## config.mk

```make
export PLATFORM = sky130hd
export DESIGN_NAME = alu_mul_sequencer
export DESIGN_NICKNAME = d
export VERILOG_FILES = /design/src/rtl/hack_alu_pkg.sv /design/src/rtl/alu_mul_sequencer.sv
export SDC_FILE = /design/constraint.sdc
export NUM_CORES = 1
export LEC_CHECK = 0
export BUFFER_PORTS_ARGS = -buffer_cell sky130_fd_sc_hd__buf_4
export CAP_MARGIN = 25
export CORE_MARGIN = 5
export CORE_UTILIZATION = 46
export CTS_CLUSTER_SIZE = 12
export DETAILED_ROUTE_END_ITERATION = 10
export GPL_TIMING_DRIVEN = 0
export HOLD_SLACK_MARGIN = 0.1
export MAX_ROUTING_LAYER = met4
export PLACE_DENSITY = 0.75
export SLEW_MARGIN = 20
export SYNTH_ARGS = -nofsm -noshare
export SYNTH_HDL_FRONTEND = slang
export SYNTH_SLANG_ARGS = --single-unit
```

## constraint.sdc

```tcl
create_clock -name clk -period 2.35 [get_ports clk]
set_clock_uncertainty 0.15 [all_clocks]
set_input_delay 0.5875 -clock clk [delete_from_list [all_inputs] [get_ports clk]]
set_output_delay 0.5875 -clock clk [all_outputs]
set_load 0.01 [all_outputs]
```

## src/rtl/hack_alu_pkg.sv

```systemverilog
// Shared definitions for the Hack ALU and the blocks that sequence it.
package hack_alu_pkg;

    typedef struct packed {
        logic zx;
        logic nx;
        logic zy;
        logic ny;
        logic f;
        logic no;
    } alu_ctrl_t;

    localparam alu_ctrl_t ALU_OP_ADD  = 6'b000010;
    localparam alu_ctrl_t ALU_OP_ZERO = 6'b101010;

    typedef enum logic [1:0] {
        IDLE = 2'd0,
        ADD  = 2'd1,
        DBL  = 2'd2,
        DONE = 2'd3
    } mul_state_t;

endpackage

```

## src/rtl/alu_mul_sequencer.sv

```systemverilog
// Shift-and-add 16x16 -> 16 multiply that issues x+y operations to an external Hack ALU.
// state | meaning
// IDLE  | waiting for start; ALU driven to constant 0
// ADD   | acc <= acc + mcand
// DBL   | mcand <= mcand + mcand, multiplier shifts right, bit index advances
// DONE  | product <= acc, one-cycle done pulse
module alu_mul_sequencer
    import hack_alu_pkg::*;
#(
    parameter bit EARLY_EXIT = 1'b1,
    parameter int WIDTH      = 16
) (
    input  logic             clk,
    input  logic             rst,
    input  logic             start,
    input  logic [WIDTH-1:0] op_a,
    input  logic [WIDTH-1:0] op_b,
    output logic             busy,
    output logic             done,
    output logic [WIDTH-1:0] product,
    output logic             prod_zr,
    output logic             prod_ng,
    output logic [WIDTH-1:0] alu_x,
    output logic [WIDTH-1:0] alu_y,
    output logic             alu_zx,
    output logic             alu_nx,
    output logic             alu_zy,
    output logic             alu_ny,
    output logic             alu_f,
    output logic             alu_no,
    input  logic [WIDTH-1:0] alu_out
);
    mul_state_t       state, state_nxt;
    logic [WIDTH-1:0] acc, mcand, mult;
    logic [3:0]       count;
    logic [WIDTH-1:0] mult_shr;
    logic [3:0]       count_inc;
    alu_ctrl_t        ctrl;

    assign mult_shr  = mult >> 1;
    assign count_inc = count + 4'd1;

    // DBL decides on the post-shift multiplier and post-increment index.
    always_comb begin
        state_nxt = state;
        alu_x     = '0;
        alu_y     = '0;
        ctrl      = ALU_OP_ZERO;
        case (state)
            IDLE: begin
                if (start) begin
                    if (op_b[0])
                        state_nxt = ADD;
                    else if (EARLY_EXIT && (op_b == '0))
                        state_nxt = DONE;
                    else
                        state_nxt = DBL;
                end
            end
            ADD: begin
                alu_x = acc;
                alu_y = mcand;
                ctrl  = ALU_OP_ADD;
                if ((count == 4'd15) || (EARLY_EXIT && (mult[WIDTH-1:1] == '0)))
                    state_nxt = DONE;
                else
                    state_nxt = DBL;
            end
            DBL: begin
                alu_x = mcand;
                alu_y = mcand;
                ctrl  = ALU_OP_ADD;
                if (EARLY_EXIT && (mult_shr == '0))
                    state_nxt = DONE;
                else if (mult_shr[0])
                    state_nxt = ADD;
                else if (count_inc == 4'd15)
                    state_nxt = DONE;
                else
                    state_nxt = DBL;
            end
            DONE:    state_nxt = IDLE;
            default: state_nxt = IDLE;
        endcase
    end

    always_ff @(posedge clk or posedge rst) begin
        if (rst) begin
            state   <= IDLE;
            acc     <= '0;
            mcand   <= '0;
            mult    <= '0;
            count   <= '0;
            product <= '0;
        end else begin
            state <= state_nxt;
            case (state)
                IDLE: begin
                    if (start) begin
                        acc     <= '0;
                        mcand   <= op_a;
                        mult    <= op_b;
                        count   <= '0;
                        product <= '0;
                    end
                end
                ADD:  acc <= alu_out;
                DBL: begin
                    mcand <= alu_out;
                    mult  <= mult_shr;
                    count <= count_inc;
                end
                DONE: product <= acc;
                default: ;
            endcase
        end
    end

    assign busy    = (state != IDLE);
    assign done    = (state == DONE);
    assign prod_zr = (product == '0);
    assign prod_ng = product[WIDTH-1];
    assign {alu_zx, alu_nx, alu_zy, alu_ny, alu_f, alu_no} = ctrl;

endmodule
```

# ---- Word-level counts from Yosys, hierarchy flattened
# Cells that the tools add are included.
dict set report classes {
  addsub 1
  multipliers 0
  div_mod_pow 0
  order_cmp 0
  n_eq_ne 6
  shift 0
  mux 20
  n_bitwise 0
  n_reduce_logical 14
}
# operator n
set ops {}
lappend ops {{one-hot mux 16 bit (2 select lines)} 5}
lappend ops {{2-to-1 mux 16 bit} 4}
lappend ops {{zero test 16 bit} 3}
lappend ops {{zero test 15 bit} 1}
lappend ops {{equality test 4 bit, second input constant} 2}
lappend ops {{2-to-1 mux 2 bit} 4}
lappend ops {{one-hot mux 2 bit (4 select lines)} 1}
lappend ops {{one-hot mux 4 bit (2 select lines)} 1}
lappend ops {{nonzero test 2 bit} 4}
lappend ops {{2-to-1 mux 6 bit} 1}
lappend ops {{AND reduction 2 bit} 3}
lappend ops {{adder 4 x 1 -> 4 bit, second input constant} 1}
lappend ops {{equality test 2 bit, second input constant} 2}
lappend ops {{2-to-1 mux 4 bit} 1}
lappend ops {{2-to-1 mux 1 bit} 3}
lappend ops {{equality test 2 x 1 -> 1 bit, second input constant} 1}
lappend ops {{zero test 2 bit} 1}
lappend ops {{!= test 2 bit, second input constant} 1}
lappend ops {{OR reduction 2 bit} 1}
lappend ops {{logical OR 1 bit} 1}
dict set report word_totals {
  reg_bits 70
  latch_bits 0
  mem_bits_rw 0
  rom_bits 0
  input_bits 51
  output_inout_bits 58
  wordCells 47
  mem_count 0
}

# ---- Logic depth before layout (Yosys ltp)
# Gate-level depths: netlist of the first run.
dict set report logic_depth {
  ltp_word 6
  ltp_mapped 7
  mapped_depth_nobuf 6
}

# ---- Worst setup path after synthesis of the first run
# Ideal clock, no wire load.
dict set report synth_path {
  path_kind {reg-to-output}
  startpoint {register state[0]}
  endpoint {output alu_x[0]}
  t_arrival_ns 1.525
  required_time_ns 1.612
  path_slack_ns 0.087
  stages_incl_launch_ff 7
  path_buffers 2
  cell_sequence {dfrtp_1 > inv_1 > ha_1 > and2_1 > clkbuf_1 > buf_2 > a22o_1}
}
dict set report synth_between {
  elab_chain_cells 2
  word_cells_on_any_way 3
  classes_between {eq/ne (2); mux (1)}
}
# item line_no
set synth_lines {}
lappend synth_lines {{start, declared} alu_mul_sequencer.sv:33} ;# mul_state_t state, state_nxt;
lappend synth_lines {{start signal, assigned} alu_mul_sequencer.sv:96} ;# state <= state_nxt;
lappend synth_lines {{equality test 2 bit / equality test 2 x 1 -> 1 bit (equally long branches)} alu_mul_sequencer.sv:49} ;# case (state)
lappend synth_lines {{one-hot mux 16 bit (2 select lines) (*)} alu_mul_sequencer.sv:49}
lappend synth_lines {{end, declared} alu_mul_sequencer.sv:23} ;# output logic [WIDTH-1:0] alu_x,
# Every way passes the cells marked *; elsewhere a longest branch is shown, timed or not.

# ---- Worst setup path in the final report of the first run
dict set report layout_path {
  startpoint {register state[0]}
  endpoint {output alu_x[13]}
}
# The elaborated chain is that of the path after synthesis.

==> results.toml, run 1 <==
[clocking]
cts.sinks = 69
cts-htree-levels = 3
clock_latency_ps = 350
cts.clk_slew.worst_paths_ps = 80
cts_made_buffers = 9
clock_path_buffers = 2
cts_root_buffer = "clkbuf_8"
cts_tree = "done"

[job]
drv_cap = 0

[sta]
fin_crit_sh = 1.076
max_freq_mhz = 395.4
rsz0062_at_grt = "yes"
setup_viol = 32
timing.final.crit_period_ps = 2529
whs_ps = 317.8
finalHoldViolCount = 0
slew_viol_final = 0
fin_ws_ps = -179.0

[synth]
synth_top_family_by_area = "compound AO/OA/AOI/OAI gates"
syn-cell-area_um2 = 3485
netlist_top_cells_area = "dfrtp_1 50%, a22o_1 12%, mux2i_1 10%, o21ai_0 5.7%, nand2_1 4.1%"
yosys.area.top_type = "dfrtp_1"
synth_cell_types = 33
synthCells = 331
synthAdderAreaFrac = 0.02154
yosys.area_share.simple = 0.1189
ys_seq_elements = 69
synth_xor_area_frac = 0.002513
synthMuxAreaShare = 0.1005
yosysSeqAreaShare = 0.4955
netlist.area_leader.share = 0.4955
yosys_warnings = 0
syn_area_per_cell_um2 = 10.53
synth_compound_area_frac = 0.2039

[pwr]
power_leakage_nw = 2.380
power_density_nw_per_um2 = 1424
ir_drop_mv = 0.6456
p_total_mw = 6.998

[detailed_routing]
drt_iter0_drc = 199
wire_per_inst_um = 18.05
drc_errors = 0
dr.pass1.iters = 5
routed_wl_um = 10200
vias = 3129
ant_nets = 0
via_per_inst = 5.538

[status]
outcome = "complete, but fails checks"
violations = "setup timing"

[critical_path]
path_class = "register to primary output"
crit_family = "flip-flops"
crit_chain = "inv_2, ha_4, and2_4, buf_8, a22o_1, buf_6"
critPathMaxStageDelay_ps = 430
critPathSlowestCell = "dfrtp_1"
required_ps = 1610
cp.arrival_ps = 1790
cp-end-kind = "primary output"
critPathLaunchType = "register"
critPathBufInv = 3
crit_path_max_fanout = 5

[final_layout]
drive_gt1_frac = 0.3648
diodes = 0
multi_input_area_um2 = 1603
fillers = 556
most-common-layout-cells = "103 x buf_4, 69 x dfrtp_1, 46 x a22o_1"
area.growth.synth_to_final_pct = 41.04
fin_util = 0.6704
final-seq-area_um2 = 1727
mostFrequentLayoutCell = "buf_4"
fin_nets = 518

[place]
dp_hpwl_um = 7453
placement.io_buffers = 104
gp_congestion = 0.8742

[floorplan]
io_pins = 109
core_area_um2 = 7331
fp.dieArea_um2 = 9416
die_x_um = 97.04
die_h_um = 97.04
initial_core_util = 0.4753
rows = 31

[global_route]
overflow = 0
grtUsageTotal = 0.2293
antenna_found_initial = 0
grt_pass1_vias = 3194
grt_pass1_wl_um = 16770
grt_start_max_net_pins = 34

[worst_hold_path]
holdCritPathClass = "primary input to register"
-- routing by layer --
| metal | vias up | wire length, um | track usage |
|---|---|---|---|
| li1 | 1463 | - | - |
| met1 | 1507 | 4534 | 0.3069 |
| met2 | 139 | 4734 | 0.3402 |
| met3 | 20 | 653 | 0.04029 |
| met4 | 0 | 275 | 0.1058 |
| met5 | - | 0 | - |
-- cells in the mapped netlist --
cell / instances
a31oi_1: 1
xor2_1: 1
nand2_1: 38
nor4_1: 10
o211ai_1: 1
a21oi_1: 3
nand3_1: 2
nor3_1: 3
and3_1: 1
nand3b_1: 1
mux2i_1: 35
conb_1: 2
inv_1: 8
buf_4: 7
buf_1: 1
nand2b_2: 1
nand4b_1: 1
dfrtp_1: 69
ha_1: 6
and4_1: 1
buf_2: 15
buf_6: 1
a32oi_1: 4
o21ai_2: 2
nand4_1: 2
a311o_1: 1
o2111ai_1: 1
o21ai_0: 40
a21o_1: 1
a22o_1: 46
clkbuf_1: 5
nor2b_1: 1
and2_1: 20
-- timing repair --
item                                    4_1_cts  5_1_grt
cloned                                        2        0
gates resized for setup                      37        2
setup buffers                                 9        1
endpoints found under the hold margin         7        0
pin swaps                                    17        2
hold buffers                                  1        0
endpoints found under the setup margin       35       34
-- metrics by stage --
step | cells | area, um^2 | TNS [ps] | setup slack [ps]
after floorplan | 333 | 3496 | 0 | 87.48
after global placement | 536 | 4400 | -6789 | -524.3
after detailed placement | 538 | 4441 | -7336 | -542.3
after CTS | 564 | 4897 | -2886 | -146.1
after global routing | 565 | 4915 | -4994 | -211.1
final | 565 | 4915 | -3714 | -179.0
-- flip-flops by register name, indices dropped and copies added, names as in the netlist --
register and cells:
mult 15, state 2, product 16, count 4, acc 16, mcand 16
-- layout make-up --
class,count,share of cell area
Inverter,8,0.006874
Tap cell,99,0.02520
Timing Repair Buffer,119,0.2065
Clock buffer,11,0.03080
Multi-Input combinational cell,227,0.3261
Buffer,27,0.03666
Clock inverter,5,0.01655
Sequential cell,69,0.3513
-- power by group --
group / internal, mW / total [mW] / switching (mW)
clock: 0.657 / 1.12 / 0.460
sequential: 1.70 / 2.19 / 0.488
combinational: 1.82 / 3.69 / 1.87
-- logic make-up (layout without fill, tap and decap cells) --
group / after synthesis / after routing
xor gates and xnor gates: 1 / 1
muxes: 35 / 35
other: 2 / 4
adders and majority gates: 6 / 6
buffers and inverters: 37 / 170
AOI/OAI and AO/OA: 100 / 100
DFF: 69 / 69
and+or+nand+nor: 81 / 81
-- final timing paths --
check                           slack [ps]                endpoint  cells after the start            startpoint
worst max-delay path                  -180               alu_x[13]                      6  state[0]$_DFFE_PP0P_
worst min-delay path                   320     acc[11]$_DFFE_PP0P_                      2           alu_out[11]
worst max register to register         110  product[7]$_DFFE_PP0P_                      7  state[0]$_DFFE_PP0P_
worst min register to register         360    mult[13]$_DFFE_PP0P_                      2  mult[13]$_DFFE_PP0P_
max in group asynchronous              820      acc[8]$_DFFE_PP0P_                      5                   rst
min in group asynchronous              580    count[2]$_DFFE_PP0P_                      3                   rst
Power figures use the tool's default switching activity.
==> run 2, diff against run 1 <==
--- a/config.mk
+++ b/config.mk
@@ -14,7 +14,7 @@
 export GPL_TIMING_DRIVEN = 0
 export HOLD_SLACK_MARGIN = 0.1
 export MAX_ROUTING_LAYER = met4
-export PLACE_DENSITY = 0.75
+export PLACE_DENSITY = 0.86
 export SLEW_MARGIN = 20
 export SYNTH_ARGS = -nofsm -noshare
 export SYNTH_HDL_FRONTEND = slang
==> run 2 against run 1 <==
Compared with the run above: the run still ends with setup timing left; via count grew 8.9%; global-route usage grew 2.4 points; final cell count grew 1.2%; fmax shrank 1.4%; register-to-register slack lost 50 ps; largest cell class unchanged; utilization grew 2.2 points; first-iteration DRC count grew 110%.
==> results.toml, run 2 (synthesis gave the netlist of run 1 again) <==
[final_layout]
area.growth.synth_to_final_pct = 45.75
fin_nets = 525
fillers = 489
diodes = 0
multi_input_area_um2 = 1638
final-seq-area_um2 = 1727
final_cells = 572
fin_util = 0.6928
top_regs = "acc x16, mcand x16, product x16"
most-common-layout-cells = "92 x buf_4, 69 x dfrtp_1, 46 x a22o_1"
drive_gt1_frac = 0.3953
mostFrequentLayoutCell = "buf_4"
fin_area_um2 = 5079

[clocking]
cts.sinks = 69
clock_path_buffers = 2
cts_root_buffer = "clkbuf_8"
clock_latency_ps = 350
cts_made_buffers = 9
cts.clk_slew.worst_paths_ps = 80
cts-htree-levels = 3
cts_tree = "done"

[detailed_routing]
via_per_inst = 5.960
vias = 3409
routed_wl_um = 11690
ant_nets = 0
drt_iter0_drc = 418
drc_errors = 0
dr.pass1.iters = 5
wire_per_inst_um = 20.44

[worst_hold_path]
hold_path_startpoint = "alu_out[5]"
worstHoldPathCells = 2
holdCritPathClass = "primary input to register"
holdPathEnd = "acc[5]$_DFFE_PP0P_"

[global_route]
grt_pass1_vias = 3496
grt_pass1_wl_um = 18620
grtUsageTotal = 0.2531
grt_start_max_net_pins = 32
overflow = 0
antenna_found_initial = 0

[sta]
max_freq_mhz = 389.9
slew_viol_final = 0
maxSlewHeadroom = 0.6395
finalHoldViolCount = 0
fin_ws_ps = -214.8
timing.final.crit_period_ps = 2565
worstMarginPinSlew_ps = 535.1
rsz0062_at_grt = "yes"
setup_viol = 27
fin_crit_sh = 1.091

[pwr]
power_leakage_nw = 2.445
p_total_mw = 7.485
power_density_nw_per_um2 = 1474
ir_drop_mv = 0.6570

[critical_path]
critPathLaunchType = "register"
path_class = "register to primary output"
r2r-start = "state[1]$_DFFE_PP0P_"
cp-end-kind = "primary output"
cp.arrival_ps = 1830
crit_path_max_fanout = 6
r2r_end = "mcand[10]$_DFFE_PP0P_"
rrSetupSlack_ps = 60
required_ps = 1610
reg2reg_depth = 6

[status]
violations = "setup timing"
outcome = "complete, but fails checks"

[floorplan]
initial_core_util = 0.4753
die_x_um = 97.04
rows = 31
die_h_um = 97.04
io_pins = 109
fp.dieArea_um2 = 9416
core_area_um2 = 7331

[place]
dp_hpwl_um = 7616
pre_cts_slack_ps = -496.2
gp_congestion = 0.8744
dp_cells = 538
place_area_um2 = 4441
placement.io_buffers = 104

[job]
drv_cap = 0
==> run 2: power breakdown <==
part / switching (mW) / internal, mW / total [mW]
clock: 0.476 / 0.598 / 1.07
combinational: 2.08 / 2.10 / 4.18
sequential: 0.529 / 1.70 / 2.23
==> run 2: stage by stage <==
step	hold slack, ps	TNS (ps)
after floorplan	313.6	0
final	313.6	-4703
after global placement	328.2	-5742
after CTS	313.4	-3151
after detailed placement	344.5	-6210
after global routing	315.5	-5756
==> run 2: per-layer routing <==
layer | GRT usage | vias to the layer above | share of wire
met4 | 0.1145 | 0 | 0.035
met2 | 0.4124 | 225 | 0.51
met1 | 0.3083 | 1665 | 0.37
li1 | - | 1479 | -
met3 | 0.04317 | 40 | 0.083
met5 | - | - | 0
==> run 2: layout make-up <==
cell class,instances,share of cell area
inverters,8,0.007145
multi-input cells,227,0.3225
plain buffers,27,0.03695
clock inverters,6,0.01700
repair buffers,126,0.2269
flip-flops and latches,69,0.3400
well taps,99,0.02439
clock buffers,10,0.02513
==> run 2: worst max-delay path by stage <==
stage / from / end / slack (ps)
CTS: state[1]$_DFFE_PP0P_ / alu_x[1] / -160
global route: state[1]$_DFFE_PP0P_ / alu_x[4] / -260
detailed placement: state[0]$_DFFE_PP0P_ / alu_x[13] / -500
floorplan: state[0]$_DFFE_PP0P_ / alu_x[0] / 90
finish: state[1]$_DFFE_PP0P_ / alu_x[0] / -210
global placement: state[0]$_DFFE_PP0P_ / alu_x[13] / -480
==> run 2: timing repair <==
| action | in CTS | in global routing |
|---|---|---|
| gates cloned | 3 | 0 |
| hold buffers | 1 | 0 |
| endpoints found under the setup margin | 36 | 29 |
| setup buffers | 14 | 3 |
| pin swaps | 23 | 6 |
| hold endpoints to repair | 9 | 0 |
| resized for setup | 68 | 7 |
==> run 2: worst max-delay path: stages (launching register included) <==
cell	delay [ps]
dfrtp_1	430
inv_2	90
ha_4	260
and2_4	220
buf_8	140
a22o_1	210
buf_6	120
